File: config.mk
export PLATFORM = sky130hd
export DESIGN_NAME = stitch_seq_arbiter
export DESIGN_NICKNAME = d
export VERILOG_FILES = /design/src/rtl/stitch_seq_arbiter.sv
export SDC_FILE = /design/constraint.sdc
export NUM_CORES = 1
export LEC_CHECK = 0
export ABC_AREA = 1
export CORE_AREA = 2 2 234 236
export DETAILED_ROUTE_END_ITERATION = 8
export DIE_AREA = 0 0 236 238
export PLACE_DENSITY_LB_ADDON = 0.08
export REMOVE_ABC_BUFFERS = 1
export SETUP_SLACK_MARGIN = 0.3
export SKIP_CTS_REPAIR_TIMING = 1
export SLEW_MARGIN = 15
export SYNTH_ARGS = -nofsm -noshare
export SYNTH_HDL_FRONTEND = slang
export SYNTH_SLANG_ARGS = --single-unit
File: constraint.sdc
create_clock -name clk_i -period 6.3 [get_ports clk_i]
set_input_delay 1.89 -clock clk_i [delete_from_list [all_inputs] [get_ports clk_i]]
set_output_delay 1.89 -clock clk_i [all_outputs]
set_load 0.01 [all_outputs]
File: src/rtl/stitch_seq_arbiter.sv
// Round-robin arbiter sharing one FPU sequencer input port among NumReq requesters.
// Loop (FREP/IREP) bodies are kept contiguous by locking the grant onto the issuing requester.
module stitch_seq_arbiter #(
    parameter int unsigned NumReq     = 2,
    parameter int unsigned AddrWidth  = 32,
    parameter int unsigned DataWidth  = 64,
    parameter int unsigned Depth      = 16,
    parameter type         acc_addr_e = logic [1:0],
    localparam int unsigned DepthBits = $clog2(Depth),
    localparam int unsigned IdxBits   = $clog2(NumReq)
) (
    input  logic                 clk_i,
    input  logic                 rst_i,
    input  acc_addr_e            inp_qaddr_i      [NumReq],
    input  logic [4:0]           inp_qid_i        [NumReq],
    input  logic [31:0]          inp_qdata_op_i   [NumReq],
    input  logic [DataWidth-1:0] inp_qdata_arga_i [NumReq],
    input  logic [DataWidth-1:0] inp_qdata_argb_i [NumReq],
    input  logic [AddrWidth-1:0] inp_qdata_argc_i [NumReq],
    input  logic [NumReq-1:0]    inp_qvalid_i,
    output logic [NumReq-1:0]    inp_qready_o,
    output acc_addr_e            oup_qaddr_o,
    output logic [4:0]           oup_qid_o,
    output logic [31:0]          oup_qdata_op_o,
    output logic [DataWidth-1:0] oup_qdata_arga_o,
    output logic [DataWidth-1:0] oup_qdata_argb_o,
    output logic [AddrWidth-1:0] oup_qdata_argc_o,
    output logic                 oup_qvalid_o,
    input  logic                 oup_qready_i,
    output logic [IdxBits-1:0]   oup_src_o,
    output logic                 lock_o
);

    localparam int unsigned RemBits = DepthBits + 2;

    // Match/mask pairs of the FREP_O, FREP_I and IREP encodings.
    localparam logic [31:0] MASK_FREP    = 32'h0000_00FF;
    localparam logic [31:0] MATCH_FREP_O = 32'h0000_000B;
    localparam logic [31:0] MATCH_FREP_I = 32'h0000_008B;
    localparam logic [31:0] MASK_IREP    = 32'h0000_007F;
    localparam logic [31:0] MATCH_IREP   = 32'h0000_003F;

    typedef enum logic {IDLE, LOCK} state_e;

    state_e             state_q, state_d;
    logic [IdxBits-1:0] rr_ptr_q, rr_ptr_d;
    logic [IdxBits-1:0] lock_idx_q, lock_idx_d;
    logic [IdxBits-1:0] hold_idx_q, hold_idx_d;
    logic [RemBits-1:0] remain_q, remain_d;
    logic               hold_q, hold_d;

    logic [IdxBits-1:0] grant;
    logic [RemBits-1:0] body_len;
    logic [RemBits:0]   remain_sum;
    logic               is_loop;
    logic               accept;

    function automatic logic [IdxBits-1:0] wrap_inc(input logic [IdxBits-1:0] idx);
        return (32'(idx) == NumReq - 1) ? '0 : idx + IdxBits'(1);
    endfunction

    // Scan from farthest to nearest so the nearest valid requester at or after rr_ptr wins.
    always_comb begin
        grant = rr_ptr_q;
        if (state_q == LOCK) begin
            grant = lock_idx_q;
        end else if (hold_q) begin
            grant = hold_idx_q;
        end else begin
            for (int unsigned i = 0; i < NumReq; i++) begin
                if (inp_qvalid_i[IdxBits'((32'(rr_ptr_q) + NumReq - 1 - i) % NumReq)]) begin
                    grant = IdxBits'((32'(rr_ptr_q) + NumReq - 1 - i) % NumReq);
                end
            end
        end
    end

    always_comb begin
        oup_qaddr_o         = inp_qaddr_i[grant];
        oup_qid_o           = inp_qid_i[grant];
        oup_qdata_op_o      = inp_qdata_op_i[grant];
        oup_qdata_arga_o    = inp_qdata_arga_i[grant];
        oup_qdata_argb_o    = inp_qdata_argb_i[grant];
        oup_qdata_argc_o    = inp_qdata_argc_i[grant];
        oup_qvalid_o        = inp_qvalid_i[grant];
        inp_qready_o        = '0;
        inp_qready_o[grant] = oup_qready_i;
        oup_src_o           = grant;
        lock_o              = (state_q == LOCK);
    end

    assign accept   = oup_qvalid_o & oup_qready_i;
    assign is_loop  = ((oup_qdata_op_o & MASK_FREP) == MATCH_FREP_O)
                    | ((oup_qdata_op_o & MASK_FREP) == MATCH_FREP_I)
                    | ((oup_qdata_op_o & MASK_IREP) == MATCH_IREP);
    assign body_len = RemBits'(oup_qdata_op_o[20 +: DepthBits]) + RemBits'(1);

    always_comb begin
        state_d    = state_q;
        rr_ptr_d   = rr_ptr_q;
        lock_idx_d = lock_idx_q;
        remain_d   = remain_q;
        hold_d     = oup_qvalid_o & ~oup_qready_i;
        hold_idx_d = hold_d ? grant : hold_idx_q;
        remain_sum = {1'b0, remain_q} + {1'b0, body_len};
        if (accept) begin
            if (state_q == IDLE) begin
                rr_ptr_d = wrap_inc(grant);
                if (is_loop) begin
                    state_d    = LOCK;
                    lock_idx_d = grant;
                    remain_d   = body_len;
                end
            end else if (is_loop) begin
                remain_d = remain_sum[RemBits] ? '1 : remain_sum[RemBits-1:0];
            end else begin
                remain_d = remain_q - RemBits'(1);
                if (remain_q == RemBits'(1)) begin
                    state_d  = IDLE;
                    rr_ptr_d = wrap_inc(lock_idx_q);
                end
            end
        end
    end

    always_ff @(posedge clk_i) begin
        if (rst_i) begin
            state_q    <= IDLE;
            rr_ptr_q   <= '0;
            lock_idx_q <= '0;
            remain_q   <= '0;
            hold_q     <= 1'b0;
            hold_idx_q <= '0;
        end else begin
            state_q    <= state_d;
            rr_ptr_q   <= rr_ptr_d;
            lock_idx_q <= lock_idx_d;
            remain_q   <= remain_d;
            hold_q     <= hold_d;
            hold_idx_q <= hold_idx_d;
        end
    end

    // A requester whose stalled request is being held must keep it valid.
    hold_valid_a: assert property (@(posedge clk_i) disable iff (rst_i)
                                   hold_q |-> inp_qvalid_i[hold_idx_q]);

endmodule

=== Word-level counts from Yosys, hierarchy flattened ===
Cells that the tools add are included.

* Register bits: 11
* Input port bits: 403
* Word-level logic and storage cells: 81

* Reduce and logical (&&, ||, !) cells: 5
* Magnitude comparators: 5
* Add/sub/neg operators: 8
* Bitwise gates (word level): 8
* Equal/unequal tests: 6
* Muxes and demuxes: 43

{| class="wikitable"
|+ Operator list
! kind !! count
|-
| 64-bit two-way mux || 6
|-
| 32-bit two-way mux || 6
|-
| 6-bit two-way mux || 4
|-
| 1-bit two-way mux || 20
|-
| 5-bit two-way mux || 3
|-
| 8-bit by 4-bit equality test with 1-bit output (second input constant) || 1
|-
| 8-bit equality test (second input constant) || 1
|-
| 6-bit by 5-bit adder with 7-bit output || 1
|-
| 7-bit by 6-bit equality test with 1-bit output (second input constant) || 1
|-
| 6-bit by 1-bit equality test with 1-bit output (second input constant) || 1
|-
| 1-bit by 2-bit < comparator with 1-bit output (second input constant) || 3
|-
| 2-bit two-way mux || 3
|-
| 3-bit AND reduction || 2
|-
| 6-bit by 1-bit subtractor with 6-bit output (second input constant) || 1
|-
| 4-bit by 1-bit adder with 5-bit output (second input constant) || 1
|-
| 1-bit adder (second input constant) || 3
|-
| 1-bit bitwise AND || 2
|-
| 2-bit bitwise AND || 1
|-
| 2-bit greater-or-equal comparator (second input constant) || 1
|-
| 2-bit by 1-bit inequality test with 1-bit output (second input constant) || 1
|-
| 2-bit inequality test (second input constant) || 1
|-
| 1-bit inverter || 2
|-
| 1-bit inverter with 2-bit output || 1
|-
| 1-bit OR || 2
|-
| other kinds (6) || 7
|}

=== Depth between registers and ports, before layout ===
* Depth in word-level cells: 17
* Gate-level depth with buffers: 26
* Gate-level depth less buffers: 25

=== Worst setup path after synthesis ===
No wires, ideal clock.

* Path kind: input to output
* Start point: input port inp_qvalid_i[0]
* End point: output port oup_qdata_argc_o[24]
* Arrival: 3,200 ps
* Stages on the path: 12
* Data required time: 4,410 ps
* Setup slack: 1,210 ps
* Path through: inv_1 -> nand2_1 -> nand2_1 -> nand2_1 -> nand2_1 -> nand2_2 -> buf_6 -> inv_2 -> clkbuf_1 -> clkbuf_1 -> nand2_1 -> nand2_1

* Cells in the longest elaborated chain, start to end: 10
* Elaborated cells between the ends (all ways): 12
* Those cells by class: mux: 11; bitwise: 1

{| class="wikitable"
|+ Ends and longest elaborated chain
! item !! RTL line !! text
|-
| start, declared || 20 || <nowiki>input logic [NumReq-1:0] inp_qvalid_i,</nowiki>
|-
| 1-bit two-way mux (implied by the code) (2 in a row) || 71 || <nowiki>if (inp_qvalid_i[IdxBits'((32'(rr_ptr_q) + NumReq - 1 - i) % NumReq)]) begin</nowiki>
|-
| 1-bit two-way mux || 71 ||
|-
| 1-bit two-way mux * || 71 ||
|-
| 1-bit two-way mux * || 67 || <nowiki>end else if (hold_q) begin</nowiki>
|-
| 1-bit two-way mux * || 65 || <nowiki>if (state_q == LOCK) begin</nowiki>
|-
| net oup_src_o || 30 || <nowiki>output logic [IdxBits-1:0] oup_src_o,</nowiki>
|-
| 1-bit inverter with 2-bit output (implied by the code) * || 84 || <nowiki>oup_qdata_argc_o = inp_qdata_argc_i[grant];</nowiki>
|-
| 32-bit two-way mux (implied by the code) * (3 in a row) || 84 ||
|-
| end, declared || 27 || <nowiki>output logic [AddrWidth-1:0] oup_qdata_argc_o,</nowiki>
|}

The timed path passes the listed nets; every way through them passes the cells marked *. The select of a mux whose other input is x is not followed.

=== Worst setup path after layout ===
* Start point: input port inp_qvalid_i[0]
* End point: output port oup_qdata_argc_o[1]

* Cells in the longest elaborated chain, start to end: 10
* Elaborated cells between the ends (all ways): 12
* Those cells by class: mux: 11; bitwise: 1

{| class="wikitable"
|+ Ends and longest elaborated chain
! item !! RTL line
|-
| 1-bit two-way mux (implied by the code) (2 in a row) || 71
|-
| 1-bit two-way mux || 71
|-
| 1-bit two-way mux * || 71
|-
| 1-bit two-way mux * || 67
|-
| 1-bit two-way mux * || 65
|-
| 1-bit inverter with 2-bit output (implied by the code) * || 84
|-
| 32-bit two-way mux (implied by the code) * (3 in a row) || 84
|}

Mark *: on every way between the ends. The rest lies on a longest branch, timed or not. The select of a mux whose other input is x is not followed.

==> results.sh <==
export IMPL_syn_area_per_cell_sq_um=4.35
export IMPL_coreArea_sq_um=53500
export IMPL_grt_pass1_vias=7117
export IMPL_ant_nets=0
export IMPL_synthFlopType="dfxtp_1"
export IMPL_r2r_start="lock_o"
export IMPL_path_delay_family="buffers and inverters"
export IMPL_cts_root_buf="clkbuf_16"
export IMPL_cts_buffer_depth=2
export IMPL_cp_end_kind="primary output"
export IMPL_yosysMostFrequentCell="nand2_1"
export IMPL_hpwl_um=35200
export IMPL_netlist_top_cells_area="nand2_1, dfxtp_1, nand3_1, inv_1, clkbuf_1"
export IMPL_path_cells="clkdlybuf4s50_1, inv_1, nand2_1, nand2_1, nand2_1, nand2_2, nand2_8, inv_6, buf_12, nand2_1, nand2_1, clkdlybuf4s50_1"
export IMPL_wl_um=41600
export IMPL_place_inst=2126
export IMPL_ioPinCount=607
export IMPL_vias=7150
export IMPL_rsz0062_at_grt="true"
export IMPL_crit_required_ns=4.41
export IMPL_critPathMaxStageDelay_ns=0.59
export IMPL_fin_tns_setup_ns=0
export IMPL_cts_buffers=3
export IMPL_insertion_delay_ns=0.25
export IMPL_finClkSkew_ns=0.00550
export IMPL_tightest_slew_ns=0.647
export IMPL_via_per_inst=3.33
export IMPL_grt_ovfl_total=0
export IMPL_die_w_um=236
export IMPL_async_flop_share=0
export IMPL_rows=85
export IMPL_fill_cells=6079
export IMPL_reg2reg_to="remain_q[1]"
export IMPL_cp_depth=12
export IMPL_gp_congestion=0.879
export IMPL_slew_headroom=0.569
export IMPL_synth_top_area_share=0.666
export IMPL_finalCritPeriodShare=0.949
export IMPL_drv_cap=0
export IMPL_regArea_sq_um=220
export IMPL_setup_viol=0
export IMPL_drc_errors=0
export IMPL_cts_clk_slew_worst_paths_ns=0.04
export IMPL_drt_initial_drc_count=317
export IMPL_wl_per_cell_um=19.4
export IMPL_gr_usage_all_layers=0.136
export IMPL_synth_edff_count=0
export IMPL_syn_to_final_growth_pct=204
export IMPL_hold_depth=2
export IMPL_final_util=0.210
export IMPL_fin_crit_ns=5.98
export IMPL_dr_pass1_iters=5
export IMPL_worst_hold_path_type="register to register"
export IMPL_grt_max_degree=54
export IMPL_synth_area_leader_cell="nand2_1"
export IMPL_ys_ff_latch=11
export IMPL_layout_drive_gt1_share=0.0367
export IMPL_yosysSeqAreaShare=0.0597
export IMPL_rr_worst_depth=23
export IMPL_start_util=0.0690
export IMPL_cp_slowest_cell="clkdlybuf4s50_1"
export IMPL_startpoint_type="primary input"
export IMPL_final_net_count=1857
export IMPL_cts_tree="done"
export IMPL_instances_no_fill=2149
export IMPL_yosysWarnings=0
export IMPL_worst_path_buf_inv=5
export IMPL_synth_area_sq_um=3690
export IMPL_grt_pass1_wl_um=55100
export IMPL_synth_common_cells="nand2_1, inv_1, clkbuf_1"
export IMPL_multiInputGateArea_sq_um=3140
export IMPL_path_class="primary input to primary output"
export IMPL_slew_viol_final=0
export IMPL_dieArea_sq_um=56200
export IMPL_yosysUniqueCellTypes=32
export IMPL_crit_top_cell="nand2_1"
export IMPL_power_leakage_uw=0.00566
export IMPL_min_from="hold_idx_q"
export IMPL_portBuffers=606
export IMPL_vdd_ir_drop_max_v=0.0000650
export IMPL_hold_end="hold_idx_q"
export IMPL_fin_hold_ws_ns=0.459
export IMPL_fmax_mhz=167
export IMPL_htreeDepth=1
export IMPL_finalHoldViolCount=0
export IMPL_critPathArrivalTime_ns=4.09
export IMPL_grt_antenna_before_repair=14
export IMPL_clock_sinks=11
export IMPL_r2r_setup_slack_ns=2.24
export IMPL_power_density_nw_per_um2=127
export IMPL_outcome="finished, final reports clean"
export IMPL_synthesis_instances=849
export IMPL_die_h_um=238
export IMPL_crit_fanout=53
==> tightest hold or removal path, stage by stage (launching register included) <==
cell     delay, ns
dfxtp_1       0.30
nand2_1       0.06
a21oi_1       0.05
==> cell families after synthesis <==
| logic type | after synthesis | synth area share |
|---|---|---|
| compound gates | 24 | 0.0349 |
| xor+xnor | 6 | 0.0142 |
| buf+inv | 82 | 0.0942 |
| fa+ha+maj | 8 | 0.0292 |
| flops | 11 | 0.0597 |
| simple gates | 718 | 0.768 |
==> per-layer routing <==
layer	share of wire	wire length [um]	vias to the layer above	track usage
li1	-	-	3764	-
met1	0.36	15100	3098	0.139
met2	0.57	23700	251	0.285
met3	0.061	2540	25	0.0363
met4	0.0055	227	12	0.00714
met5	0.0020	85	-	0
==> metrics by stage <==
step | total power, uW | area [sq um] | setup WS (ns)
finish | 1420 | 11200 | 0.323
CTS | 1410 | 10800 | 0.155
global placement | 1290 | 10700 | 0.137
detailed placement | 1280 | 10700 | 0.168
floorplan | 475 | 3470 | -1.99
global route | 1530 | 11200 | 0.190
==> registers in the layout, indices dropped and copies added (netlist names) <==
signal,flops
remain_q,6
rr_ptr_q,1
lock_idx_q,1
hold_q,1
hold_idx_q,1
lock_o,1
==> worst max-delay path by stage <==
stage                         start                   to  slack (ns)
finish              inp_qvalid_i[0]  oup_qdata_argc_o[1]        0.32
global route        inp_qvalid_i[0]   oup_qdata_op_o[31]        0.19
CTS                 inp_qvalid_i[0]  oup_qdata_argb_o[7]        0.16
detailed placement  inp_qvalid_i[0]  oup_qdata_argb_o[7]        0.17
global placement    inp_qvalid_i[0]  oup_qdata_argb_o[7]        0.14
floorplan           inp_qvalid_i[0]      inp_qready_o[0]       -1.99
==> area by class of cell <==
| class | instances | share of cell area |
|---|---|---|
| Clock buffer | 4 | 0.00703 |
| Inverter | 34 | 0.0120 |
| Sequential cell | 11 | 0.0196 |
| Timing Repair Buffer | 640 | 0.602 |
| Antenna cell | 8 | 0.00178 |
| Multi-Input combinational cell | 756 | 0.280 |
| Tap cell | 696 | 0.0776 |
==> power by group <==
| part | switching (uW) | internal (uW) | leakage, uW | total [uW] |
|---|---|---|---|---|
| clock | 38.5 | 85.7 | 0.0000382 | 124 |
| combinational | 549 | 675 | 0.00553 | 1220 |
| sequential | 1.65 | 71.9 | 0.0000891 | 73.5 |
| total | 589 | 833 | 0.00566 | 1420 |
==> placed cells by master, fill, tap and decap left out, types with 2 or more instances in the layout <==
cell and n:
a21oi_1 13, buf_12 9, buf_16 3, buf_4 13, clkbuf_16 10, clkdlybuf4s50_1 555
dfxtp_1 11, diode_2 8, dlymetal6s2s_1 51, ha_1 7, inv_1 32, nand2_1 654
nand2_2 6, nand3_1 25, nand3b_1 2, nand4_1 8, nor2_1 13, nor3_1 2
o21ai_0 6, o21ai_1 2, xnor2_1 2, xor2_1 4
Note: power is estimated with default switching activity, not from simulation.
